File: src/rtl/pipe_pkg.sv
// Shared widths, state encoding and constants for the elastic pipeline stage buffer.
package pipe_pkg;

    localparam int WB_W   = 2;
    localparam int MEM_W  = 9;
    localparam int FLAG_W = 4;
    localparam int PC_W   = 32;
    localparam int RDST_W = 3;
    localparam int WORD_W = 16;

    localparam int PIPE_CTRL_W = WB_W + MEM_W;
    // pc, Rdst, alu result, read data, flags
    localparam int PIPE_DATA_W = PC_W + RDST_W + WORD_W + WORD_W + FLAG_W;
    localparam int PIPE_CNT_W  = 16;

    // Encoded as {main_valid, skid_valid}; 2'b01 cannot occur.
    typedef enum logic [1:0] {
        EMPTY = 2'b00,
        BUSY  = 2'b10,
        FULL  = 2'b11
    } pipe_state_e;

    localparam logic [PIPE_CTRL_W-1:0] CTRL_BUBBLE = '0;

endpackage

File: src/rtl/pipe_entry_reg.sv
// One buffered pipeline entry: valid + control + payload, updated on the falling edge.
module pipe_entry_reg #(
    parameter int CTRL_W = 11,
    parameter int DATA_W = 71
) (
    input  logic              clk,
    input  logic              rst,
    input  logic              load,
    input  logic              clr,
    input  logic [CTRL_W-1:0] d_ctrl,
    input  logic [DATA_W-1:0] d_data,
    output logic              q_valid,
    output logic [CTRL_W-1:0] q_ctrl,
    output logic [DATA_W-1:0] q_data
);

    // A cleared entry zeroes its control bits (bubble) but keeps the payload.
    always_ff @(negedge clk) begin
        if (rst) begin
            q_valid <= 1'b0;
            q_ctrl  <= '0;
            q_data  <= '0;
        end else if (clr) begin
            q_valid <= 1'b0;
            q_ctrl  <= '0;
        end else if (load) begin
            q_valid <= 1'b1;
            q_ctrl  <= d_ctrl;
            q_data  <= d_data;
        end
    end

endmodule

File: src/rtl/pipe_skid_buff.sv
// Elastic two-entry (main + skid) pipeline stage buffer with flush, freeze and stall counter.
module pipe_skid_buff
    import pipe_pkg::*;
#(
    parameter int CTRL_W = PIPE_CTRL_W,
    parameter int DATA_W = PIPE_DATA_W,
    parameter int CNT_W  = PIPE_CNT_W
) (
    input  logic              clk,
    input  logic              rst,
    input  logic              enable,
    input  logic              flush,
    input  logic              i_valid,
    output logic              o_ready,
    input  logic [CTRL_W-1:0] i_ctrl,
    input  logic [DATA_W-1:0] i_data,
    output logic              o_valid,
    input  logic              i_ready,
    output logic [CTRL_W-1:0] o_ctrl,
    output logic [DATA_W-1:0] o_data,
    output logic              o_full,
    output logic [CNT_W-1:0]  o_stall_cnt
);

    logic              skid_valid;
    logic [CTRL_W-1:0] skid_ctrl;
    logic [DATA_W-1:0] skid_data;

    logic              acc;
    logic              take;
    logic              main_load;
    logic              main_clr;
    logic              main_from_skid;
    logic              skid_load;
    logic              skid_clr;
    logic [CTRL_W-1:0] main_d_ctrl;
    logic [DATA_W-1:0] main_d_data;
    pipe_state_e       state;

    assign state   = pipe_state_e'({o_valid, skid_valid});
    assign o_full  = o_valid & skid_valid;
    // Registered full only: no combinational i_ready -> o_ready path.
    assign o_ready = ~skid_valid & enable;
    assign acc     = i_valid & o_ready;
    assign take    = o_valid & i_ready & enable;

    always_comb begin
        main_load      = 1'b0;
        main_clr       = 1'b0;
        main_from_skid = 1'b0;
        skid_load      = 1'b0;
        skid_clr       = 1'b0;
        if (flush) begin
            main_clr = 1'b1;
            skid_clr = 1'b1;
        end else if (enable) begin
            case (state)
                EMPTY: begin
                    if (acc) main_load = 1'b1;
                end
                BUSY: begin
                    if (acc && take)  main_load = 1'b1;
                    else if (acc)     skid_load = 1'b1;
                    else if (take)    main_clr  = 1'b1;
                end
                FULL: begin
                    if (take) begin
                        main_load      = 1'b1;
                        main_from_skid = 1'b1;
                        skid_clr       = 1'b1;
                    end
                end
                default: ;
            endcase
        end
    end

    assign main_d_ctrl = main_from_skid ? skid_ctrl : i_ctrl;
    assign main_d_data = main_from_skid ? skid_data : i_data;

    pipe_entry_reg #(.CTRL_W(CTRL_W), .DATA_W(DATA_W)) u_main (
        .clk     (clk),
        .rst     (rst),
        .load    (main_load),
        .clr     (main_clr),
        .d_ctrl  (main_d_ctrl),
        .d_data  (main_d_data),
        .q_valid (o_valid),
        .q_ctrl  (o_ctrl),
        .q_data  (o_data)
    );

    pipe_entry_reg #(.CTRL_W(CTRL_W), .DATA_W(DATA_W)) u_skid (
        .clk     (clk),
        .rst     (rst),
        .load    (skid_load),
        .clr     (skid_clr),
        .d_ctrl  (i_ctrl),
        .d_data  (i_data),
        .q_valid (skid_valid),
        .q_ctrl  (skid_ctrl),
        .q_data  (skid_data)
    );

    always_ff @(negedge clk) begin
        if (rst) begin
            o_stall_cnt <= '0;
        end else if (!flush && enable && o_valid && !i_ready && (o_stall_cnt != {CNT_W{1'b1}})) begin
            o_stall_cnt <= o_stall_cnt + 1'b1;
        end
    end

endmodule

File: config.mk
export PLATFORM = sky130hd
export DESIGN_NAME = pipe_skid_buff
export DESIGN_NICKNAME = d
export VERILOG_FILES = /design/src/rtl/pipe_pkg.sv /design/src/rtl/pipe_entry_reg.sv /design/src/rtl/pipe_skid_buff.sv
export SDC_FILE = /design/constraint.sdc
export NUM_CORES = 1
export LEC_CHECK = 0
export BUFFER_PORTS_ARGS = -buffer_cell sky130_fd_sc_hd__buf_4
export CORE_MARGIN = 1.5
export CORE_UTILIZATION = 39
export DETAILED_ROUTE_END_ITERATION = 6
export SYNTH_ARGS = -nofsm -noshare
export SYNTH_HDL_FRONTEND = slang
export SYNTH_HIERARCHICAL = 1
export SYNTH_SLANG_ARGS = --single-unit
File: constraint.sdc
create_clock -name clk -period 1.72 [get_ports clk]
set_input_delay 0.258 -clock clk [delete_from_list [all_inputs] [get_ports clk]]
set_output_delay 0.258 -clock clk [all_outputs]
set_load 0.005 [all_outputs]
Word-level counts from Yosys, hierarchy flattened
Index checks and enable logic that the tools add are counted.

Add/sub/neg operators: 1. Equal/unequal tests: 3. Multiplexer cells: 21. Bitwise logic cells: 8. Reduce and logical (&&, ||, !) cells: 12.

Operators with widths (number): 2-to-1 mux 71 bit (1); 2-to-1 mux 1 bit (18); adder 16 x 1 -> 16 bit (second input constant) (1); inequality test 16 bit (second input constant) (1); 2-to-1 mux 11 bit (1); AND 1 bit (5); logical AND 1 bit (5); equality test 2 bit (second input constant) (2); AND reduction 2 bit (2); OR reduction 2 bit (2); NOT 1 bit (3); one-hot mux 1 bit (3 select lines) (1); zero test 1 bit (2); zero test 2 bit (1).

Bits in registers: 182.

Depth between registers and ports, before layout
Word-level depth: 10. Mapped depth: 8. Gate-level depth less buffers: 5.

By module
The synthesis kept the hierarchy.

By module, submodules not included: pipe_entry_reg (instances 2, cells each 364, area an instance 3647.2 sq um, sequential area each 1661.6 sq um); pipe_skid_buff (instances 1, cells each 204, area an instance 1916.8 sq um, sequential area each 320.3 sq um).

==> results.tsv <==
metric	value	unit
drc	0	
ant_nets	0	
gr-total-overflow	0	
mostFrequentLayoutCell	inv_1	
n_antenna_cell	0	
drv_cap	0	
syn_inst	932	
core-area	23300	um^2
grt_antenna_before_repair	0	
worst_slew_pin_slew	0.299	ns
drtIter0Drc	543	
crit_path_max_fanout	2	
worst_ep_required_time	1.46	ns
slowest_delay	0.33	ns
rows	56	
hp-class	reg2reg	
cts_buffers	17	
portBuffers	188	
synth_fp_nets	1021	
grt_pass1_wl	50.6	mm
worst_skew_pair.late_latency	0.48	ns
root_buffer	clkbuf_16	
setup_tns	-86.22	ns
crit_cells	2	
critPathKind	reg2out	
slew_headroom	0.799	
clock_skew	0.0278	ns
fin_ws	-0.467	ns
p_leak	7.38	nW
die_w	157	um
synth_top_family_by_area	simple AND/OR/NAND/NOR gates	
yosysUniqueCellTypes	44	
synthSimpleGateAreaFrac	0.327	
worstRegToRegCells	9	
dieArea	24600	um^2
drive_gt1_frac	0.522	
clock_sinks	182	
endpoint_kind	output port	
wl	35.1	mm
slew_viol_final	0	
synthAdderAreaFrac	0.00136	
placed_area	11700	um^2
htreeDepth	4	
ir_drop	0.587	mV
finalPower	11.8	mW
routedWlPerCell	19.9	um
cts.path.max_buffers	2	
critPathTopFamily	flip-flops	
hold_viol	0	
avgSynthCellArea	9.88	um^2
synth_area	9210	um^2
p_per_area	723	nW/um^2
hold_slack	0.462	ns
synth_seq_cells	182	
track_usage	0.268	
final-setup-viol-count	282	
vias	9446	
synth_compound_area_frac	0.0947	
die_h	157	um
nFillCells	1713	
place_congestion	0.826	
status	finished with violations	
clkSlewWorstSetupHoldPaths	0.05	ns
layout-area-overhead-vs-synth	77.2	%
dp_hpwl	16.2	mm
fin_nets	1524	
rsz0062_at_grt	true	
stdcell_area	16300	um^2
start_kind	flip-flop	
path_buf_inv	1	
final_cell_mix	inv_1 (185), buf_4 (177), nand2b_1 (142)	
cp.arrival	1.93	ns
vias_per_cell	5.35	
crit_slowest_cell	dfxtp_2	
ys_warn_count	6	
firstDrtPassIters	5	
start_util	0.395	
grt_pass1_vias	9539	
tritoncts	done	
io_pins	189	
yosysSeqAreaShare	0.396	
muxShareOfSynthArea	0.128	
worstPathCellList	and2_4, buf_6	
grt_max_degree	61	
hold_depth	2	
violations	negative setup slack	
synth_xor_area_frac	0	
-- sequential cells by signal, indices dropped and copies added, names as in the netlist --
signal,cells
u_skid/q_data,71
u_main/q_data,71
u_skid/q_valid,1
u_main/q_ctrl,11
u_main/q_valid,1
o_stall_cnt,16
u_skid/q_ctrl,11
-- layer usage --
layer | routed length, um | track usage | vias to the layer above
met3 | 2260 | 0.0936 | 48
met4 | 723 | 0.119 | 0
li1 | - | - | 4421
met2 | 17000 | 0.425 | 326
met5 | 0 | 0 | -
met1 | 15100 | 0.327 | 4651
-- worst min-delay path: stages (launching register included) --
cell	delay, ns
dfxtp_2	0.31
nand2b_1	0.06
o21ai_1	0.05
-- metrics by stage --
stage,setup slack [ns],util,instances
2_1_floorplan,-0.643,-,932
3_3_place_gp,-0.909,0.503,1427
3_5_place_dp,-0.931,0.503,1427
4_1_cts,-0.457,0.681,1750
5_1_grt,-0.491,0.700,1766
6_report,-0.467,0.700,1766
-- where the power goes --
group | switching, mW | internal (mW)
registers | 0.0322 | 4.29
logic | 0.448 | 0.749
clock network | 2.98 | 3.31
-- layout make-up --
type | count | area (um^2) | share of cell area
clock buffer | 17 | 425 | 0.0261
clock inverter | 196 | 930 | 0.0569
inverter | 2 | 7.51 | 0.000460
multi-input combinational | 649 | 5950 | 0.365
sequential | 182 | 3780 | 0.232
tap | 319 | 399 | 0.0245
timing repair buffer | 401 | 4830 | 0.296
-- synth_stat cells, drive strengths merged --
cell type	count	area, um^2
a21oi	10	50.1
or3	2	12.5
nand4b	2	17.5
nand4bb	143	1610
and2	2	12.5
and4	1	10.0
nand3	4	20.0
mux2i	22	220
buf	34	231
ha	1	12.5
and4bb	1	12.5
o31ai	5	37.5
clkbuf	62	248
a41o	2	20.0
inv	5	18.8
and3	4	25.0
a211oi	2	15.0
dfxtp	182	3640
o41ai	2	17.5
a31oi	1	6.26
mux2	85	957
nand4	6	50.0
or4	6	53.8
nor4	4	31.3
nand2	5	18.8
o21ai	145	726
nand2b	142	888
or2	3	23.8
nor3b	1	7.51
nor2b	8	50.1
nor3	7	35.0
nor2	33	129
-- path summary, 6_finish.rpt --
kind,start,endpoint,slack [ns]
max,u_main/q_valid,o_full,-0.47
min,u_main/q_data[16],u_main/q_data[16],0.46
max reg2reg,u_main/q_valid,u_main/q_data[42],-0.25
min reg2reg,u_main/q_data[16],u_main/q_data[16],0.46
-- cells by family (layout without fill, tap and decap cells) --
logic type,after synthesis,after routing
and+or+nand+nor,374,374
DFF,182,182
buffers and inverters,101,616
AOI/OAI and AO/OA,167,167
adders and majority gates,1,1
muxes,107,107
-- what timing repair did --
| item | CTS | global route |
|---|---|---|
| hold buffers | 0 | 0 |
| gates cloned | 35 | 12 |
| resized for setup | 385 | 107 |
| setup endpoints to repair | 282 | 283 |
| buffers inserted | 79 | 22 |
| pin swaps | 66 | 39 |
(Power assumes the default switching activity.)
